$ cat config.mk
export PLATFORM = sky130hd
export DESIGN_NAME = encoder_poller
export DESIGN_NICKNAME = d
export VERILOG_FILES = /design/src/rtl/encoder_poller.sv
export SDC_FILE = /design/constraint.sdc
export NUM_CORES = 1
export LEC_CHECK = 0
export CAP_MARGIN = 15
export CORE_ASPECT_RATIO = 0.7
export CORE_MARGIN = 2
export CORE_UTILIZATION = 58
export CTS_CLUSTER_DIAMETER = 100
export DETAILED_ROUTE_END_ITERATION = 7
export PLACE_DENSITY = 0.91
export SETUP_SLACK_MARGIN = 0.1
export SLEW_MARGIN = 20
export SYNTH_ARGS = -nofsm -noshare
export SYNTH_HDL_FRONTEND = slang
export SYNTH_SLANG_ARGS = --single-unit
$ cat constraint.sdc
create_clock -name aclk -period 4.8 [get_ports aclk]
set_clock_uncertainty 0.05 [all_clocks]
set_input_delay 1.2 -clock aclk [delete_from_list [all_inputs] [get_ports aclk]]
set_output_delay 1.2 -clock aclk [all_outputs]
set_load 0.01 [all_outputs]
$ cat src/rtl/encoder_poller.sv
// rtl/encoder_poller.sv - polls N_ENC rotary encoders each round and streams clamped channel value updates
module encoder_poller #(
   parameter int N_ENC       = 4,
   parameter int POLL_CYCLES = 100000,
   parameter int TIMEOUT     = 16,
   parameter int VMIN        = 0,
   parameter int VMAX        = 1023
) (
   input  logic                 aclk,
   input  logic                 reset,
   input  logic [N_ENC-1:0]     enc_valid,
   input  logic [8*N_ENC-1:0]   enc_delta,
   output logic [N_ENC-1:0]     enc_read,
   output logic                 upd_valid,
   input  logic                 upd_ready,
   output logic [2:0]           upd_chan,
   output logic [15:0]          upd_value,
   output logic                 err,
   output logic                 busy
);

   localparam int PCW = $clog2(POLL_CYCLES);
   localparam int TW  = $clog2(TIMEOUT + 1);
   localparam logic [PCW-1:0]    POLL_LAST = PCW'(POLL_CYCLES - 1);
   localparam logic [TW-1:0]     TMO_LAST  = TW'(TIMEOUT - 1);
   localparam logic [2:0]        CH_LAST   = 3'(N_ENC - 1);
   localparam logic [N_ENC-1:0]  READ0     = N_ENC'(1);
   localparam logic signed [16:0] LO = 17'(VMIN);
   localparam logic signed [16:0] HI = 17'(VMAX);

   typedef enum logic [2:0] {S_IDLE, S_REQ, S_RELEASE, S_UPDATE, S_NEXT} state_t;

   state_t             state;
   logic [PCW-1:0]     poll_cnt;
   logic [TW-1:0]      timer;
   logic [2:0]         ch;
   logic [7:0]         delta_q;
   logic [15:0]        value [N_ENC];

   logic               sel_valid;
   logic [7:0]         sel_delta;
   logic [15:0]        cur_value;
   logic signed [16:0] sum;
   logic [15:0]        new_value;

   // Mux the current channel's encoder and value, then clamp at 17 bits so no add can wrap.
   always_comb begin
      sel_valid = 1'b0;
      sel_delta = '0;
      cur_value = '0;
      for (int i = 0; i < N_ENC; i++) begin
         if (ch == 3'(i)) begin
            sel_valid = enc_valid[i];
            sel_delta = enc_delta[8*i +: 8];
            cur_value = value[i];
         end
      end
      sum = {cur_value[15], cur_value} + {{9{delta_q[7]}}, delta_q};
      if (sum < LO)
         new_value = LO[15:0];
      else if (sum > HI)
         new_value = HI[15:0];
      else
         new_value = sum[15:0];
   end

   assign busy = (state != S_IDLE);

   always_ff @(posedge aclk or posedge reset) begin
      if (reset) begin
         state     <= S_IDLE;
         poll_cnt  <= '0;
         timer     <= '0;
         ch        <= '0;
         delta_q   <= '0;
         for (int i = 0; i < N_ENC; i++) value[i] <= '0;
         enc_read  <= '0;
         upd_valid <= 1'b0;
         upd_chan  <= '0;
         upd_value <= '0;
         err       <= 1'b0;
      end else begin
         err      <= 1'b0;
         // Free-running: a round start that lands while busy is simply lost.
         poll_cnt <= (poll_cnt == POLL_LAST) ? '0 : poll_cnt + PCW'(1);
         case (state)
            S_IDLE: begin
               if (poll_cnt == POLL_LAST) begin
                  ch       <= '0;
                  timer    <= '0;
                  enc_read <= READ0;
                  state    <= S_REQ;
               end
            end
            S_REQ: begin
               if (sel_valid) begin
                  delta_q  <= sel_delta;
                  enc_read <= '0;
                  timer    <= '0;
                  state    <= S_RELEASE;
               end else if (timer == TMO_LAST) begin
                  err      <= 1'b1;
                  enc_read <= '0;
                  state    <= S_NEXT;
               end else begin
                  timer <= timer + TW'(1);
               end
            end
            S_RELEASE: begin
               if (!sel_valid) begin
                  if (delta_q != '0) begin
                     upd_valid <= 1'b1;
                     upd_chan  <= ch;
                     upd_value <= new_value;
                     for (int i = 0; i < N_ENC; i++)
                        if (ch == 3'(i)) value[i] <= new_value;
                     state <= S_UPDATE;
                  end else begin
                     state <= S_NEXT;
                  end
               end else if (timer == TMO_LAST) begin
                  err   <= 1'b1;
                  state <= S_NEXT;
               end else begin
                  timer <= timer + TW'(1);
               end
            end
            S_UPDATE: begin
               if (upd_ready) begin
                  upd_valid <= 1'b0;
                  state     <= S_NEXT;
               end
            end
            S_NEXT: begin
               if (ch == CH_LAST) begin
                  state <= S_IDLE;
               end else begin
                  ch       <= ch + 3'd1;
                  timer    <= '0;
                  enc_read <= READ0 << (ch + 3'd1);
                  state    <= S_REQ;
               end
            end
            default: state <= S_IDLE;
         endcase
      end
   end

endmodule

# --- Word level (Yosys, flattened, before mapping) ---
# Cells that the tools add are included.
totals:
  inputBits: 39
  regBits: 125
  word_cells: 102
classes:
  n_shift: 1
  bitwise: 1
  n_reduce_logical: 19
  muxes: 45
  magnitude_cmp: 2
  add_sub_neg: 4
  eq_ne: 16
ops:
  columns: ["cell", "n"]
  rows:
  - ["two-way mux 16 bit", 6]
  - ["two-way mux 8 bit", 4]
  - ["AND reduction 4 bit", 7]
  - ["two-way mux 5 bit", 5]
  - ["two-way mux 3 bit", 8]
  - ["case mux 5 bit (4 select lines)", 1]
  - ["adder 16 x 8 -> 17 bit", 1]
  - ["adder 17 x 1 -> 17 bit (second input constant)", 1]
  - ["equality test 17 bit (second input constant)", 1]
  - ["> comparator 17 x 11 -> 1 bit (second input constant)", 1]
  - ["< comparator 17 x 1 -> 1 bit (second input constant)", 1]
  - ["two-way mux 17 bit", 1]
  - ["two-way mux 4 bit", 4]
  - ["case mux 3 bit (5 select lines)", 1]
  - ["equality test 3 x 2 -> 1 bit (second input constant)", 4]
  - ["!= test 2 bit (second input constant)", 6]
  - ["case mux 4 bit (3 select lines)", 1]
  - ["two-way mux 1 bit", 11]
  - ["nonzero test 8 bit", 1]
  - ["equality test 3 x 1 -> 1 bit (second input constant)", 2]
  - ["zero test 3 bit", 2]
  - ["case mux 3 bit (2 select lines)", 1]
  - ["AND reduction 3 bit", 2]
  - ["nonzero test 3 bit", 2]
  - ["other kinds (11)", 14]

# --- Depth between registers and ports, before layout ---
logic_depth:
  word_depth: 9
  depth_mapped: 19
  depth_no_buf: 16

# --- Least setup slack after synthesis ---
# No wires, ideal clock.
synth_path:
  path_kind: "register to register"
  startpoint: "register ch[2]"
  endpoint: "register upd_value[6]"
  arrival_ns: 3.916
  stages_incl_launch_ff: 19
  required_ns: 4.625
  setup_slack_ns: 0.709
  period_less_slack_ns: 4.091
  setup_time_ns: 0.125
  cell_sequence: "dfrtp_1 clkbuf_1 inv_1 ha_1 clkbuf_1 clkbuf_1 clkbuf_1 nand2_1 o21ai_0 ha_1 clkbuf_1 a21oi_1 o21ai_0 a2111oi_0 and3_1 and4b_1 buf_2 a41oi_2 mux2_2"
synth_via:
  elab_chain_len: 9
synth_lines:
  columns: ["item", "line", "rtl"]
  rows:
  - ["start, declared", "36", "logic [2:0] ch;"]
  - ["start signal, assigned", "138", "ch <= ch + 3'd1;"]
  - ["zero test 3 bit", "52", "if (ch == 3'(i)) begin"]
  - ["two-way mux 16 bit (4 in a row)", "52", null]
  - ["adder 16 x 8 -> 17 bit", "58", "sum = {cur_value[15], cur_value} + {{9{delta_q[7]}}, delta_q};"]
  - ["> comparator 17 x 11 -> 1 bit", "61", "else if (sum > HI)"]
  - ["two-way mux 16 bit", "61", null]
  - ["two-way mux 16 bit", "59", "if (sum < LO)"]
  - ["end signal, assigned", "114", "upd_value <= new_value;"]
  - ["end, declared", "17", "output logic [15:0] upd_value,"]
# Parallel ways exist; a longest one is shown, timed or not.
# A chain may end at the register's enable or synchronous reset.

# --- Final worst setup path ---
layout_path:
  startpoint: "register ch[1]"
  endpoint: "register value[18] in the netlist's numbering"
layout_via:
  elab_chain_len: 9
layout_lines:
  columns: ["item", "line", "rtl"]
  rows:
  - ["zero test 3 bit", "52", null]
  - ["two-way mux 16 bit (4 in a row)", "52", null]
  - ["adder 16 x 8 -> 17 bit", "58", null]
  - ["> comparator 17 x 11 -> 1 bit", "61", null]
  - ["two-way mux 16 bit", "61", null]
  - ["two-way mux 16 bit", "59", null]
  - ["end signal, assigned by index", "116", "if (ch == 3'(i)) value[i] <= new_value;"]
  - ["end, declared", "38", "logic [15:0] value [N_ENC];"]
# Parallel ways exist; a longest one is shown, timed or not.

==> results.cfg <==
[outcome]
status = finished clean

[setup_path]
slowest_delay_ns = 0.47
cp.arrival_ns = 4.84
crit_family = compound AO/OA/AOI/OAI gates
slowest_stage = and4b_4
start_kind = flip-flop
crit_fanout = 17
cp.buffers_inverters = 2
cp-end-kind = flip-flop
critical_path_class = reg -> reg
crit_required_ns = 5.05
critical_path.cell_chain = inv_1 > ha_1 > nor2b_1 > buf_4 > a22oi_1 > nand2_1 > o21ai_0 > o21ai_1 > ha_1 > a211oi_1 > o21ai_0 > a211oi_1 > nor3_1 > and4b_4 > nand4_1 > a22o_1

[logic_synthesis]
synth_area_leaders = dfrtp_1, ha_1, o21ai_0
netlist_top_cells_count = dfrtp_1, nand2_1, o21ai_0
synth_cell_types = 61
synth_compound_area_share_pct = 20.9
yosys.area_share.simple_pct = 16.9
synth_adder_area_share_pct = 5.54
syn_inst = 682
yosysMostFrequentCell = dfrtp_1
synth_top_family_by_area = compound AO/OA/AOI/OAI gates
ys_warn_count = 0
synth_xor_area_share_pct = 3.39
synthMuxAreaShare_pct = 3.84
ys_seq_area_share_pct = 46.8
async_flop_share_pct = 100
syn-cell-area_mm2 = 0.00668
synth_edf_count = 0
ys_ff_latch = 125
synth_top_area_cell = dfrtp_1
synth_top_cell_area_share_pct = 46.8
avgSynthCellArea_um2 = 9.80
yosys_most_used_dff = dfrtp_1
syn_nets = 750

[cts]
clk-insertion-delay-late_ns = 0.42
cts_buffers = 17
cts_max_level = 4
cts_tree = built
path_clk_slew_ns = 0.06
clock_sinks = 125
cts.path.max_buffers = 2
cts_root_buffer = clkbuf_16

[grt]
grt_start_max_net_pins = 87
antenna_found_initial = 1
gr-usage-all-layers_pct = 32.0
grt_pass1_wl_um = 30700
first_global_vias = 5798
grt-ovfl-total = 0

[floorplan]
ioPinCount = 65
die-height_um = 93.8
fp-row-count = 32
die-width_um = 132
die_area_mm2 = 0.0124
core_mm2 = 0.0111
start_util_pct = 60.0

[cells_and_area]
drive_above_1_share_pct = 11.4
multi_input_area_mm2 = 0.00343
seqCellArea_mm2 = 0.00313
area_growth_pct = 21.5
fill_cells = 767
diodes = 0
finalNetCount = 811

[placed_design]
dp_slack_ns = 0.109
dp_hpwl_um = 12400
gp_congestion = 0.957
port_buffers = 64

[sta]
relSlewSlack_pct = 50.4
final-max-slew-violation-count = 0
hold_viol = 0
setup_viol = 0
final.min_clock_period_ns = 4.59
tns_ns = 0
rsz0062_at_grt = no
fmax_mhz = 218
setup_ws_ns = 0.209
tightest_slew_ns = 0.743
post-route-period-util_pct = 95.6

[detailed_routing]
wl_per_cell_um = 20.8
vias = 5915
drt_wl_total_um = 18900
drt_pre_antenna_iters = 6
viasPerCell = 6.51
ant_nets = 0
drcViolationCount = 0
drt-initial-drc-count = 452

[pwr]
power_density_mw_per_mm2 = 831
max-vdd-ir-drop_v = 0.000489
leakage_nw = 3.56

[flow_run]
cap_violations = 0

[hold_path]
hold_class = reg -> reg
-- cell usage in the layout, fill, tap and decap left out, types with 5 or more instances in the layout --
cell type / Yosys / routed
inv_1: 11 / 10
buf_4: 0 / 11
dfrtp_1: 125 / 125
and2_1: 34 / 34
a21oi_1: 36 / 35
xor2_1: 12 / 12
o21ai_0: 70 / 68
nand3_1: 13 / 13
clkdlybuf4s50_1: 0 / 64
mux2_2: 21 / 21
a22o_1: 27 / 27
clkbuf_16: 0 / 17
nor2_1: 54 / 54
xnor2_1: 12 / 12
nor2b_1: 9 / 9
a22oi_1: 24 / 23
nand2_1: 71 / 70
nand4_1: 12 / 12
a211oi_1: 12 / 11
ha_1: 28 / 25
or3_1: 5 / 5
-- metrics by stage --
stage | utilization [%] | instances | instance area [µm²] | hold WS [ns] | power, mW
after floorplan | - | 682 | 6680 | 0.395 | 4.08
after global placement | 67.3 | 876 | 7490 | 0.410 | 4.95
final | 72.9 | 909 | 8120 | 0.428 | 6.75
after CTS | 72.3 | 908 | 8050 | 0.430 | 6.43
after detailed placement | 67.3 | 876 | 7490 | 0.418 | 5.11
after global routing | 72.9 | 909 | 8120 | 0.455 | 7.12
-- path summary, 6_finish.rpt --
check / startpoint / end / slack [ns] / depth (start not counted)
min reg2reg: value[17]$_DFFE_PP0P_ / value[17]$_DFFE_PP0P_ / 0.43 / 2
max reg2reg: ch[1]$_DFFE_PP0P_ / value[18]$_DFFE_PP0P_ / 0.21 / 16
min in group asynchronous: reset / upd_value[14]$_DFFE_PP0P_ / 1.14 / 2
max in group asynchronous: reset / value[15]$_DFFE_PP0P_ / 2.69 / 3
min: value[17]$_DFFE_PP0P_ / value[17]$_DFFE_PP0P_ / 0.43 / 2
max: ch[1]$_DFFE_PP0P_ / value[18]$_DFFE_PP0P_ / 0.21 / 16
-- flip-flops by register name, summed over array words and instances (netlist names) --
| register | count |
|---|---|
| timer | 5 |
| enc_read | 4 |
| poll_cnt | 17 |
| delta_q | 8 |
| upd_chan | 3 |
| state | 3 |
| value | 64 |
| upd_valid | 1 |
| err | 1 |
| upd_value | 16 |
| ch | 3 |
-- logic make-up (layout without fill, tap and decap cells) --
family | after synthesis | count (layout)
multiplexers | 23 | 23
AO/OA/AOI/OAI | 207 | 207
AND/OR/NAND/NOR | 227 | 227
buffers and inverters | 46 | 120
adder cells (fa/ha/maj) | 29 | 29
flip-flops | 125 | 125
XOR/XNOR | 25 | 25
-- power by group --
| group | switching [mW] | leakage (nW) | internal (mW) |
|---|---|---|---|
| combinational | 2.39 | 1.67 | 1.52 |
| sequential | 0.264 | 1.63 | 1.34 |
| clock | 0.499 | 0.261 | 0.731 |
| total | 3.15 | 3.56 | 3.60 |
-- worst reg2reg max path, delay by kind of cell (launching register included) --
| family | cells | cell delay [ns] |
|---|---|---|
| flops | 1 | 0.44 |
| fa+ha+maj | 2 | 0.56 |
| buf+inv | 2 | 0.42 |
| compound gates | 7 | 1.83 |
| simple gates | 5 | 1.18 |
-- routing by layer --
layer	share of wire (%)	wire, µm	vias up	GRT usage, %
met4	2.0	370	0	10.8
li1	-	-	2604	-
met3	11	2010	54	9.82
met1	42	7970	2886	43.3
met5	0	0	-	0
met2	45	8550	371	49.4
-- area by class of cell --
type / count / share of cell area, %
Sequential cell: 125 / 38.5
Multi-Input combinational cell: 511 / 42.3
Clock buffer: 21 / 5.55
Clock inverter: 11 / 1.34
Tap cell: 153 / 2.36
Timing Repair Buffer: 77 / 9.40
Inverter: 11 / 0.539
-- timing repair --
action	4_1_cts	5_1_grt
endpoints found under the setup margin	13	50
pin swaps	0	2
gates resized for setup	1	11
buffers inserted	0	1
hold buffers	0	0
No activity file was read; power rests on OpenSTA's default activity.
